$ cat config.mk
export PLATFORM = sky130hd
export DESIGN_NAME = uart_tx_fifo
export DESIGN_NICKNAME = d
export VERILOG_FILES = /design/src/rtl/uart_tx_fifo.sv
export SDC_FILE = /design/constraint.sdc
export NUM_CORES = 1
export LEC_CHECK = 0
export ABC_AREA = 1
export CORE_MARGIN = 2
export CORE_UTILIZATION = 30
export CTS_BUF_LIST = sky130_fd_sc_hd__clkbuf_4 sky130_fd_sc_hd__clkbuf_8 sky130_fd_sc_hd__clkbuf_16
export DETAILED_ROUTE_END_ITERATION = 8
export HOLD_SLACK_MARGIN = 0.15
export PLACE_DENSITY_LB_ADDON = 0.08
export SLEW_MARGIN = 25
export SYNTH_ARGS = -nofsm -noshare
export SYNTH_HDL_FRONTEND = slang
export SYNTH_SLANG_ARGS = --single-unit
$ cat constraint.sdc
create_clock -name clk -period 3.05 [get_ports clk]
set_clock_uncertainty 0.15 [all_clocks]
set_input_delay 0.305 -clock clk [delete_from_list [all_inputs] [get_ports clk]]
set_output_delay 0.305 -clock clk [all_outputs]
set_load 0.01 [all_outputs]
$ cat src/rtl/uart_tx_fifo.sv
`default_nettype none
// uart_tx_fifo: bus-mapped 8N1 UART transmitter with a TX FIFO, programmable
// baud divisor and a level "transmitter drained" interrupt.
module uart_tx_fifo #(
  parameter int FIFO_DEPTH = 8,
  parameter int DIV_WIDTH  = 16,
  parameter int DIV_RESET  = 434
) (
  input  logic        clk,
  input  logic        reset,
  input  logic        CS_N,
  input  logic        RD_N,
  input  logic        WR_N,
  input  logic [11:0] Addr,
  input  logic [31:0] DataIn,
  output logic [31:0] DataOut,
  output logic        Intr,
  output logic        uart_txd
);

  localparam int AW = $clog2(FIFO_DEPTH);
  localparam int CW = AW + 1;

  localparam logic [1:0] IDLE  = 2'd0;
  localparam logic [1:0] START = 2'd1;
  localparam logic [1:0] DATA  = 2'd2;
  localparam logic [1:0] STOP  = 2'd3;

  localparam logic [1:0] REG_TXDATA = 2'd0;
  localparam logic [1:0] REG_STATUS = 2'd1;
  localparam logic [1:0] REG_CTRL   = 2'd2;
  localparam logic [1:0] REG_BAUD   = 2'd3;

  localparam logic [DIV_WIDTH-1:0] DIV_MIN = DIV_WIDTH'(2);

  logic [7:0]           mem [FIFO_DEPTH];
  logic [AW-1:0]        wr_ptr, rd_ptr;
  logic [CW-1:0]        count;
  logic                 overflow;
  logic                 ie;
  logic [DIV_WIDTH-1:0] divisor;

  logic [1:0]           state;
  logic [7:0]           shreg;
  logic [2:0]           bit_idx;
  logic [DIV_WIDTH-1:0] clk_cnt;
  logic [DIV_WIDTH-1:0] active_div;
  logic                 txd;
  logic                 intr;

  logic                 wr, rd, push, pop, push_ok, full, empty, busy, bit_end;
  logic [1:0]           sel;
  logic [DIV_WIDTH-1:0] wr_div;
  logic [31:0]          status, rdata;
  logic                 unused_bits;

  assign sel     = Addr[3:2];
  assign wr      = ~CS_N & ~WR_N;
  assign rd      = ~CS_N & ~RD_N;
  assign full    = (count == CW'(FIFO_DEPTH));
  assign empty   = (count == '0);
  assign busy    = (state != IDLE) | ~empty;
  assign push    = wr & (sel == REG_TXDATA);
  assign pop     = (state == IDLE) & ~empty;
  // A push into a full FIFO still lands when the FSM frees a slot that same cycle.
  assign push_ok = push & (~full | pop);
  assign bit_end = (clk_cnt == active_div - DIV_WIDTH'(1));
  assign wr_div  = DataIn[DIV_WIDTH-1:0];
  assign unused_bits = ^{Addr, DataIn};

  always_ff @(posedge clk) begin
    if (push_ok) mem[wr_ptr] <= DataIn[7:0];
  end

  always_ff @(posedge clk or posedge reset) begin
    if (reset) begin
      wr_ptr   <= '0;
      rd_ptr   <= '0;
      count    <= '0;
      overflow <= 1'b0;
      ie       <= 1'b0;
      divisor  <= DIV_WIDTH'(DIV_RESET);
    end else begin
      if (push_ok) wr_ptr <= wr_ptr + AW'(1);
      if (pop)     rd_ptr <= rd_ptr + AW'(1);
      case ({push_ok, pop})
        2'b10:   count <= count + CW'(1);
        2'b01:   count <= count - CW'(1);
        default: count <= count;
      endcase
      if (push && !push_ok)
        overflow <= 1'b1;
      else if (wr && sel == REG_STATUS && DataIn[3])
        overflow <= 1'b0;
      if (wr && sel == REG_CTRL) ie <= DataIn[0];
      if (wr && sel == REG_BAUD) divisor <= (wr_div < DIV_MIN) ? DIV_MIN : wr_div;
    end
  end

  always_ff @(posedge clk or posedge reset) begin
    if (reset) begin
      state      <= IDLE;
      txd        <= 1'b1;
      shreg      <= '0;
      bit_idx    <= '0;
      clk_cnt    <= '0;
      active_div <= DIV_WIDTH'(DIV_RESET);
    end else begin
      case (state)
        IDLE: begin
          if (pop) begin
            shreg      <= mem[rd_ptr];
            active_div <= divisor;
            clk_cnt    <= '0;
            txd        <= 1'b0;
            state      <= START;
          end
        end
        START: begin
          if (bit_end) begin
            clk_cnt <= '0;
            txd     <= shreg[0];
            shreg   <= {1'b0, shreg[7:1]};
            bit_idx <= '0;
            state   <= DATA;
          end else begin
            clk_cnt <= clk_cnt + DIV_WIDTH'(1);
          end
        end
        DATA: begin
          if (bit_end) begin
            clk_cnt <= '0;
            if (bit_idx == 3'd7) begin
              txd   <= 1'b1;
              state <= STOP;
            end else begin
              txd     <= shreg[0];
              shreg   <= {1'b0, shreg[7:1]};
              bit_idx <= bit_idx + 3'd1;
            end
          end else begin
            clk_cnt <= clk_cnt + DIV_WIDTH'(1);
          end
        end
        STOP: begin
          if (bit_end) begin
            clk_cnt <= '0;
            state   <= IDLE;
          end else begin
            clk_cnt <= clk_cnt + DIV_WIDTH'(1);
          end
        end
        default: state <= IDLE;
      endcase
    end
  end

  always_ff @(posedge clk or posedge reset) begin
    if (reset) intr <= 1'b0;
    else       intr <= ie & empty & (state == IDLE);
  end

  always_comb begin
    status          = '0;
    status[0]       = busy;
    status[1]       = full;
    status[2]       = empty;
    status[3]       = overflow;
    status[4 +: CW] = count;
  end

  always_comb begin
    rdata = '0;
    case (sel)
      REG_STATUS: rdata = status;
      REG_CTRL:   rdata = {31'b0, ie};
      REG_BAUD:   rdata = 32'(divisor);
      default:    rdata = '0;
    endcase
  end

  assign DataOut  = rd ? rdata : '0;
  assign Intr     = intr;
  assign uart_txd = txd;

endmodule
`default_nettype wire

# Word level (Yosys, flattened, before mapping)
# Memory sizes are Yosys's and may differ from the RTL's.
# Cells that the tools add are included.
op_classes:
  addsub: 7
  magnitude_cmp: 1
  eq_ne: 17
  muxes: 31
  bitwise_logic: 14
  reduce_logical: 20
op_table:
  columns: ["operator", "count"]
  rows:
  - ["$mux 16", 3]
  - ["$pmux 16 s3", 1]
  - ["$mux 32", 1]
  - ["$mux 8", 4]
  - ["$pmux 16 s2", 1]
  - ["$pmux 8 s3", 1]
  - ["$add 16x1->16 const B", 1]
  - ["$eq 16x16->1", 1]
  - ["$lt 16x2->1 const B", 1]
  - ["$sub 16x1->16 const B", 1]
  - ["$ne 2x2->1 const B", 6]
  - ["$eq 2x2->1 const B", 5]
  - ["$mux 2", 5]
  - ["$reduce_and 5->1", 2]
  - ["$add 3x1->3 const B", 3]
  - ["$mux 3", 3]
  - ["$mux 1", 8]
  - ["$pmux 2 s4", 1]
  - ["$pmux 4 s2", 1]
  - ["$reduce_and 4->1", 2]
  - ["$reduce_bool 2->1", 4]
  - ["$and 1x1->1", 7]
  - ["$eq 2x1->1 const B", 3]
  - ["$pmux 3 s2", 1]
  - ["other kinds (14)", 24]
totals:
  ff_bits: 75
  ramBits: 64
  inputBits: 49
  word_cells: 104
  mem_count: 1
mem_list:
  columns: ["name", "depth", "word_bits", "rd", "rd_ports_with_merged_regs", "write_ports", "line_no", "source"]
  rows:
  - ["mem", 8, 8, 1, 0, 1, "36", "logic [7:0] mem [FIFO_DEPTH];"]

# Longest topological paths before layout
# Gate-level depths: netlist of the first run.
logic_depth:
  ltp_word: 8
  mapped_depth: 16
  mapped_depth_nobuf: 16

# Least setup slack after synthesis of the first run
# No wires, ideal clock.
synth_timing:
  path_type: "register to register"
  start: "register state[0]"
  end: "memory mem[6][0] (enable)"
  setup_time_ns: 0.383
  arrival_time_ns: 1.798
  required_ns: 2.517
  slack_ns: 0.719
  stages_incl_launch_ff: 8
  path_buffers: 0
  synth_period_minus_slack_ns: 2.331
  path_cell_list: "dfrtp_1 inv_1 ha_1 inv_1 nand2_1 nand2_1 or2_2 nor3_1"
synth_via:
  elab_chain_len: 6
synth_lines:
  columns: ["item", "line_no", "source"]
  rows:
  - ["start: declaration", "43", "logic [1:0] state;"]
  - ["start signal: assignment", "102", "state <= IDLE;"]
  - ["start signal: assignment", "116", "state <= START;"]
  - ["start signal: assignment", "125", "state <= DATA;"]
  - ["$logic_not 2->1", "64", "assign pop = (state == IDLE) & ~empty;"]
  - ["$and 1x1->1", "64", null]
  - ["$or 1x1->1", "66", "assign push_ok = push & (~full | pop);"]
  - ["$and 1x1->1", "66", null]
  - ["$mux 1", "72", "if (push_ok) mem[wr_ptr] <= DataIn[7:0];"]
  - ["$mux 1 (implied by the code)", "72", null]
  - ["end: declaration", "36", null]
# Every way passes these cells.

# Worst setup path in the final report of the first run
layout_timing:
  start: "register state[0]"
  end: "output DataOut[0]"
layout_via:
  elab_chain_len: 4
layout_lines:
  columns: ["item", "line_no", "source"]
  rows:
  - ["$reduce_bool 2->1", "62", "assign busy = (state != IDLE) | ~empty;"]
  - ["$or 1x1->1", "62", null]
  - ["$pmux 16 s3", "174", "case (sel)"]
  - ["$mux 32", "182", "assign DataOut = rd ? rdata : '0;"]
  - ["end: declaration", "16", "output logic [31:0] DataOut,"]
# Every way passes these cells.

==> metrics, run 1 <==
status=completed; Critical Path Start=state[0]$_DFFE_PP0P_; critical path class=register to primary output; r2r startpoint=active_div[0]$_DFFE_PP0P_; Worst R2R Path Depth=12; vias in the first global route=roughly 5300; num rows=56; Synth area leaders=edfxtp_1, dfrtp_1, nand2_1; CP endpoint kind=primary output; Slew @ Worst Pin=roughly 670 ps; Internal Power=~0.0046 W; routability congestion estimate=0.806; Commonest cells post-synth=nand2_1, nor2_1, o21ai_0, dfrtp_1, edfxtp_1; WHS=97.0 ps; hpwl dp=approximately 12 mm; Synth cell types=36; part of the power in registers=0.347; overall routing resource usage=0.149; # diodes=0; total negative slack=0 ps; pwr dens=between 900 and 1000 nW/um2; Max IR drop VDD=about 380 uV; Async S/R FF share, synth=0.540; # Max-Cap Violations=0; top_reg_cell synth=edfxtp_1; Critical Path Start Type=register; chip width=roughly 160 um; Max-slew headroom=0.550; first-pass GRT wire length=between 20 and 30 mm; worst setup path end=DataOut[0]; Fillers=2355; aggregate routed wire length=between 15 and 20 mm; vias post-DR=5348; Area Growth Syn to Fin=20.2%; clock share of power=0.272; core box area=~23000 um2; CTS Buffer Depth=2; period utilization=0.928; Leakage=approximately 3.5 nW; Final setup viols=0; Seq/Total Area, Yosys=0.537; Synth top area share=0.271; DIE AREA=24900 um2; Hold Fails Final Rpt=0; Ys Warns=0; Worst R2R Setup Slack=between 300 and 400 ps; Post-synth EDFFs=64; required time of the critical path=about 2600 ps; Reg-to-Reg End=shreg[0]$_DFFE_PP0P_; PortBufs=40; initial antenna violation count=0; RSZ-0062 raised after global routing=no; #FFs+latches synth=approximately 140; hold crit path type=primary input to async pin; initial DRC count=312; TritonRoute pass-1 iters=4; io pins=83; Die Y=158 um; total grt overflow=0; most frequent cell after synthesis=nand2_1; Synth area leader=edfxtp_1; critical path arrival=roughly 2400 ps; Mapped Area=a little over 7000 um2; Sw Share=0.410; Residual DRC=0; WL/cell=14.7 um; largest net degree at the start of global routing=76; # nets final=roughly 900; # placed instances=between 1000 and 1500; max-slew violations=0; Avg Inst Size Synth=about 9 um2; clock latency on the worst-skew pair=approximately 420 ps; Final ANT Viol Nets=0; Finished Cell Area=8520 um2; Finished Layout Cells=between 1000 and 1500; depth of the CTS H-tree=4; post-cts hold buffer count=0; f_max=~0.35 GHz; Util after Layout=0.365; Placed Area=approximately 7900 um2; CTS clock-pin slew for the worst setup and hold paths=around 70 ps; CTS sink cnt=139; Initial Util=0.304; CP max FO=4; Num CTS Buffers=17; Post-Synthesis Cells=about 800; Gate power share=0.381; TritonCTS clock tree=yes; minimum clock period=around 2800 ps; net switching power=between 0.003 and 0.004 W; Avg Vias per Cell=around 4.5; fraction of layout cells with a size suffix above 1=0.122; clock root buffer=clkbuf_16
[state kept, by name, indices dropped and copies added, names as in the netlist, 4 cells and up]
| signal | flops |
|---|---|
| mem | 64 |
| clk_cnt | 16 |
| shreg | 8 |
| count | 4 |
| active_div | 16 |
| divisor | 16 |
[placed cells by master, fill, tap and decap left out, types with 16 or more instances in the layout]
cell / synthesis / final
buf_4: 18 / 23
nand3_1: 24 / 24
clkdlybuf4s50_1: 0 / 40
dfrtp_1: 64 / 64
nor2_1: 103 / 103
clkbuf_16: 0 / 17
inv_1: 60 / 59
conb_1: 1 / 16
o22ai_1: 17 / 17
a21oi_1: 18 / 18
o21ai_0: 73 / 73
nand2_1: 179 / 179
xor2_1: 26 / 26
edfxtp_1: 64 / 64
[how the worst min path moves through the flow]
| stage | slack (ps) | startpoint | depth (start not counted) | to |
|---|---|---|---|---|
| 3_3_place_gp | 310 | shreg[5]$_DFFE_PP0P_ | 2 | shreg[5]$_DFFE_PP0P_ |
| 6_report | 100 | reset | 3 | shreg[5]$_DFFE_PP0P_ |
| 3_5_place_dp | 320 | shreg[7]$_DFFE_PP0P_ | 2 | shreg[7]$_DFFE_PP0P_ |
| 5_1_grt | 170 | reset | 3 | shreg[4]$_DFFE_PP0P_ |
| 4_1_cts | 160 | reset | 3 | shreg[1]$_DFFE_PP0P_ |
| 2_1_floorplan | 250 | DataIn[0] | 0 | mem[0][0]$_DFFE_PP_ |
[power by group through the flow]
stage | registers [W] | clock network (W) | logic [W]
3_3_place_gp | 0.00270 | 0 | 0.00291
2_1_floorplan | 0.00262 | 0 | 0.00225
6_report | 0.00267 | 0.00210 | 0.00294
5_1_grt | 0.00273 | 0.00223 | 0.00341
4_1_cts | 0.00268 | 0.00216 | 0.00297
3_5_place_dp | 0.00271 | 0 | 0.00296
[stage by stage]
| stage | setup WS (ps) | total power, W |
|---|---|---|
| floorplan | 703 | 0.00487 |
| CTS | 137 | 0.00781 |
| finish | 220 | 0.00772 |
| detailed placement | 251 | 0.00567 |
| global route | 6.49 | 0.00837 |
| global placement | 253 | 0.00561 |
[worst max-delay path, cell delays in order, from the launching register on]
cell and delay, ps:
dfrtp_1 420, inv_1 130, ha_2 260, inv_1 160
nor2_2 180, inv_1 90, a21oi_1 170, nor2_1 60
clkdlybuf4s50_1 490
[cells by family after synthesis]
| family | count (synthesis) | share of synthesized area |
|---|---|---|
| AOI/OAI and AO/OA | 117 | 0.0887 |
| xor gates and xnor gates | 36 | 0.0445 |
| adders and majority gates | 14 | 0.0258 |
| buffers and inverters | 106 | 0.0658 |
| DFF | 139 | 0.537 |
| other | 1 | 0.000529 |
| and+or+nand+nor | 379 | 0.237 |
[timing repair]
item	4_1_cts	5_1_grt
buffers inserted	0	0
resized for setup	0	1
endpoints found under the setup margin	0	1
[per-layer routing]
metal  wire [um]  GRT usage
met5           0          0
met3         530     0.0252
met4         230     0.0498
met2        7870      0.232
met1        8760      0.212
[area by class of cell]
cell class                 instances  area [um2]  area share
timing repair buffer              64         593      0.0696
clock inverter                    15         171      0.0201
clock buffer                      17         425      0.0499
tap                              319         399      0.0468
sequential                       139        3810       0.447
multi-input combinational        562        2870       0.337
inverter                          66         249      0.0292
No activity file was read; power rests on OpenSTA's default activity.
==> inputs of run 2 (changes only) <==
Settings changed: DONT_BUFFER_PORTS set to 1.
==> run 2 against run 1 <==
Against the previous run:
- hold slack better by 100 ps
- flip-flop and latch count stayed put
- first-iteration DRC count is 10% lower
- largest cell class unchanged
- critical endpoint is now shreg[7]$_DFFE_PP0P_
==> metrics, run 2 (synthesized netlist as in run 1, its figures left out) <==
status=completed; total grt overflow=0 (unchanged); first-pass GRT wire length=27.8 mm (-1.9%); critical path arrival=2860 ps (+480 ps); Initial Util=0.304 (unchanged); RSZ-0062 raised after global routing=no; CTS sink cnt=139 (unchanged); Worst path slowest cell=dfrtp_1; CP Cell Sequence=inv_2 -> ha_1 -> nand3_4 -> nor2_4 -> xor2_1 -> nand2_1 -> nor2_1 -> nand3_2 -> o21ai_4 -> nand3_2 -> nand2_1 -> nand2_1; max-slew violations=0 (unchanged); initial antenna violation count=0 (unchanged); Max-slew headroom=0.511 (-0.0391); total negative slack=0 ps (unchanged); CP endpoint kind=register; required time of the critical path=3200 ps (+610 ps); chip width=158 um (unchanged); largest reg by FF count=mem; Worst path max stage delay=430 ps (-60 ps); hold path startpoint=CS_N; clock latency on the worst-skew pair=420 ps (about the same); overall routing resource usage=0.148 (-0.00195); r2r startpoint=active_div[0]$_DFFE_PP0P_; max reg flops=64 (unchanged); PortBufs=0 (-100%); vias in the first global route=5125 (-3.8%); fraction of layout cells with a size suffix above 1=0.116 (-0.00592); commonest cells after routing, fill and taps aside=nand2_1, nor2_1, o21ai_0, dfrtp_1, edfxtp_1; post-CTS setup buffer count=0 (unchanged); Area Growth Syn to Fin=17.0%; initial DRC count=280 (-10%); WL/cell=14.8 um (+0.65%); setup ws final=339 ps (+119 ps); DP Worst Slack=340 ps (+88.8 ps); Hold EP=wr_ptr[0]$_DFFE_PP0P_; io pins=83 (unchanged); Worst R2R Path Depth=12 (unchanged); hold depth=6; post-cts hold buffer count=22 (+22); pwr dens=932 nW/um2 (+3.0%); CTS clock-pin slew for the worst setup and hold paths=70 ps (about the same); TritonCTS clock tree=yes; Reg-to-Reg End=shreg[7]$_DFFE_PP0P_; aggregate routed wire length=17.1 mm (-1.5%); largest net degree at the start of global routing=37 (-51%); clock root buffer=clkbuf_16; Finished Cell Area=8300 um2 (-2.6%); period utilization=0.889 (-0.0391); Avg Vias per Cell=4.47 (-1.2%); Die Y=158 um (unchanged); Slew @ Worst Pin=731 ps (+56.6 ps); hold crit path type=primary input to register; # Max-Cap Violations=0 (unchanged); Max IR drop VDD=448 uV (+18%); commonest non-fill, non-tap cell in the layout=nand2_1; Hold Fails Final Rpt=0 (unchanged); # nets final=888 (-2.7%); Post-CTS Resized=0 (unchanged); CTS Buffer Depth=2 (unchanged); WHS=198 ps (+101 ps); Fillers=2362 (+0.30%); CP dominant cell by count=nand2_1; Final ANT Viol Nets=0 (unchanged); TritonRoute pass-1 iters=6 (+2); # diodes=0 (unchanged); Leakage=3.45 nW (-2.5%); core box area=23300 um2 (unchanged); hpwl dp=12.4 mm (-0.90%); num rows=56 (unchanged); Placed Area=7460 um2 (-5.9%); Final setup viols=0 (unchanged); minimum clock period=2710 ps (-119 ps); routability congestion estimate=0.790 (-2.0%); f_max=0.369 GHz (+4.4%); vias post-DR=5171 (-3.3%); DIE AREA=24900 um2 (unchanged); Worst R2R Setup Slack=340 ps (+20 ps); CP max FO=14 (+10); depth of the CTS H-tree=4 (unchanged); Critical Path Start Type=register; Residual DRC=0 (unchanged); critical path class=register to register; Tot Pwr=0.00774 W (+0.29%); Num CTS Buffers=17 (unchanged)
[run 2: area by class of cell]
class / instances / area (um2) / share of cell area
Clock inverter: 15 / 196 / 0.0237
Sequential cell: 139 / 3810 / 0.459
Tap cell: 319 / 399 / 0.0481
Multi-Input combinational cell: 562 / 2870 / 0.346
Inverter: 66 / 249 / 0.0300
Clock buffer: 17 / 425 / 0.0513
Timing Repair Buffer: 39 / 348 / 0.0419
[run 2: per-stage QoR]
step                      utilization  cells
after floorplan                     -    807
after detailed placement        0.320   1103
after global routing            0.356   1157
final                           0.356   1157
after CTS                       0.356   1157
after global placement          0.320   1103
[run 2: critical path, delay by kind of cell (launching register included)]
kind	cells	cell delay, ps
buffers and inverters	1	130
AND/OR/NAND/NOR	8	1030
flip-flops	1	430
XOR/XNOR	1	230
AO/OA/AOI/OAI	1	380
adder cells (fa/ha/maj)	1	250
[run 2: worst max-delay path by stage]
stage                                    startpoint                   end  slack (ps)  depth (start not counted)
after floorplan                               reset        Intr$_DFF_PP0_         700                          1
after global placement    active_div[0]$_DFFE_PP0P_  shreg[1]$_DFFE_PP0P_         340                         12
after detailed placement  active_div[0]$_DFFE_PP0P_  shreg[3]$_DFFE_PP0P_         340                         12
after CTS                      count[0]$_DFFE_PP0P_            DataOut[0]         310                          7
after global routing      active_div[0]$_DFFE_PP0P_  shreg[0]$_DFFE_PP0P_         130                         12
final                     active_div[0]$_DFFE_PP0P_  shreg[7]$_DFFE_PP0P_         340                         12
[run 2: metal layers]
metal	part of all wire	GRT usage	routed length, um
met1	0.51	0.212	8790
met2	0.44	0.224	7490
met3	0.039	0.0342	661
met4	0.011	0.0377	193
met5	0	0	0
[run 2: power by group]
part           internal [W]  switching, W
logic              0.000994       0.00189
clock network       0.00126      0.000919
registers           0.00235      0.000331
==> inputs of run 3 (changes only) <==
Settings changed: SETUP_SLACK_MARGIN set to 0.4.
==> run 3 against run 2 <==
Against the previous run:
- register-to-register slack improved by 250 ps
- largest cell class unchanged
- combinational power rose by 6%
- die area unchanged
- critical path type is now primary input to register
- sequential power is essentially flat
- highest routed layer unchanged
- final area grew 1.2%
- first-iteration DRC count increased by 3.2%
- final cell count increased by 0.52%
- total power is 2.0% higher
- flip-flop and latch count stayed put
- core utilization rose by 0.43 points
- fmax increased by 8.5%
- wire length grew 0.32%
==> metrics, run 3 (synthesized netlist as in run 1, its figures left out) <==
clock share of power=0.275 (-0.006); # diodes=0 (unchanged); Fillers=2354 (-0.34%); Critical Path Start Type=primary input; io pins=83 (unchanged); Hold Fails Final Rpt=0 (unchanged); max reg flops=64 (unchanged); largest reg by FF count=mem; period utilization=0.819 (-0.0695); Avg Vias per Cell=4.47 (about the same); num rows=56 (unchanged); status=completed; RSZ-0062 raised after global routing=no; DIE AREA=24900 um2 (unchanged); routability congestion estimate=0.790 (unchanged); total grt overflow=0 (unchanged); CP max FO=4 (-10); net switching power=0.00318 W (+1.2%); minimum clock period=2500 ps (-212 ps); max-slew violations=0 (unchanged); total negative slack=0 ps (unchanged); clock root buffer=clkbuf_16; hold crit path type=primary input to register; commonest cells after routing, fill and taps aside=nand2_1, nor2_1, o21ai_0, dfrtp_1, edfxtp_1; Initial Util=0.304 (unchanged); Internal Power=0.00472 W (+2.5%); f_max=0.400 GHz (+8.5%); Max IR drop VDD=448 uV (about the same); Area Growth Syn to Fin=18.5%; # Max-Cap Violations=0 (unchanged); clock latency on the worst-skew pair=420 ps (about the same); initial antenna violation count=0 (unchanged); WL/cell=14.8 um (-0.20%); overall routing resource usage=0.148 (+0.000176); CTS sink cnt=139 (unchanged); part of the power in registers=0.340 (-0.007); TritonCTS clock tree=yes; vias post-DR=5199 (+0.54%); CTS Buffer Depth=2 (unchanged); Residual DRC=0 (unchanged); pwr dens=940 nW/um2 (+0.79%); PortBufs=0 (unchanged); CP endpoint kind=register; vias in the first global route=5140 (+0.29%); aggregate routed wire length=17.2 mm (+0.32%); chip width=158 um (unchanged); Max-slew headroom=0.519 (+0.00843); critical path class=primary input to register; WHS=202 ps (+4.07 ps); Leakage=3.49 nW (+1.2%); CTS clock-pin slew for the worst setup and hold paths=70 ps (about the same); commonest non-fill, non-tap cell in the layout=nand2_1; Slew @ Worst Pin=719 ps (-12.6 ps); Final ANT Viol Nets=0 (unchanged); # nets final=894 (+0.68%); critical path arrival=2660 ps (-200 ps); largest net degree at the start of global routing=37 (unchanged); core box area=23300 um2 (unchanged); Reg area=3810 um2 (unchanged); required time of the critical path=3210 ps (about the same); CP Cell Sequence=dlygate4sd3_1 -> nor2_1 -> inv_1 -> nor3_1 -> nor2_2 -> ha_1 -> a21oi_1 -> nand2_1 -> o21ai_0 -> xor2_1 -> inv_1; Gate power share=0.385 (+0.013); first-pass GRT wire length=27.9 mm (+0.13%); Sw Share=0.402 (-0.00306); depth of the CTS H-tree=4 (unchanged); Final setup viols=0 (unchanged); Die Y=158 um (unchanged); TritonRoute pass-1 iters=5 (-1); initial DRC count=289 (+3.2%); CP dominant cell by count=inv_1; Worst path slowest cell=dlygate4sd3_1; hpwl dp=12.4 mm (unchanged); Worst path max stage delay=530 ps (+100 ps); area of the multi-input gates=2900 um2 (+0.96%); fraction of layout cells with a size suffix above 1=0.127 (+0.0110); Num CTS Buffers=17 (unchanged)
run 3: routing by layer:
layer  vias up  GRT usage  wire length [um]
met2        91      0.225              7590
met4         0     0.0377               199
met3        14     0.0342               755
met1      2424      0.212              8640
li1       2670          -                 -
met5         -          0                 0
run 3: final cells by class:
cell class              instances  share of cell area
clock buffers                  17              0.0506
repair buffers                 45              0.0502
clock inverters                15              0.0234
inverters                      66              0.0296
well taps                     319              0.0475
multi-input cells             562               0.345
flip-flops and latches        139               0.454
run 3: path summary, 6_finish.rpt:
| kind | start | end | slack [ps] | depth (start not counted) |
|---|---|---|---|---|
| hold reg to reg | shreg[5]$_DFFE_PP0P_ | shreg[5]$_DFFE_PP0P_ | 320 | 2 |
| setup reg to reg | active_div[0]$_DFFE_PP0P_ | shreg[7]$_DFFE_PP0P_ | 590 | 14 |
| setup / recovery | WR_N | count[3]$_DFFE_PP0P_ | 550 | 11 |
| max in group asynchronous | reset | uart_txd$_DFFE_PP1P_ | 1660 | 3 |
| min in group asynchronous | reset | shreg[6]$_DFFE_PP0P_ | 280 | 2 |
| hold / removal | Addr[2] | overflow$_DFFE_PP0P_ | 200 | 4 |
run 3: worst max-delay path, delay by kind of cell:
kind	cells	cell delay [ps]
AO/OA/AOI/OAI	2	340
buffers and inverters	3	680
adder cells (fa/ha/maj)	1	350
XOR/XNOR	1	170
AND/OR/NAND/NOR	4	800
run 3: repair_timing:
action | 4_1_cts | 5_1_grt
pin swaps | 1 | 3
hold buffers | 22 | 0
endpoints found under the hold margin | 117 | 0
endpoints found under the setup margin | 9 | 28
buffers inserted | 2 | 4
resized for setup | 1 | 6
run 3: per-stage QoR:
stage | util | std cells | cell area [um2] | total power (W) | setup slack (ps)
floorplan | - | 807 | 7150 | 0.00487 | 703
global route | 0.360 | 1163 | 8400 | 0.00856 | 356
CTS | 0.357 | 1159 | 8320 | 0.00788 | 432
detailed placement | 0.320 | 1103 | 7460 | 0.00560 | 340
finish | 0.360 | 1163 | 8400 | 0.00790 | 551
global placement | 0.320 | 1103 | 7460 | 0.00556 | 340
run 3: power by group through the flow:
stage                     sequential [W]  combinational [W]  clock (W)
after CTS                        0.00269            0.00296    0.00223
after global routing             0.00274            0.00351    0.00231
after floorplan                  0.00262            0.00225          0
final                            0.00268            0.00304    0.00218
after detailed placement         0.00272            0.00288          0
after global placement           0.00271            0.00284          0
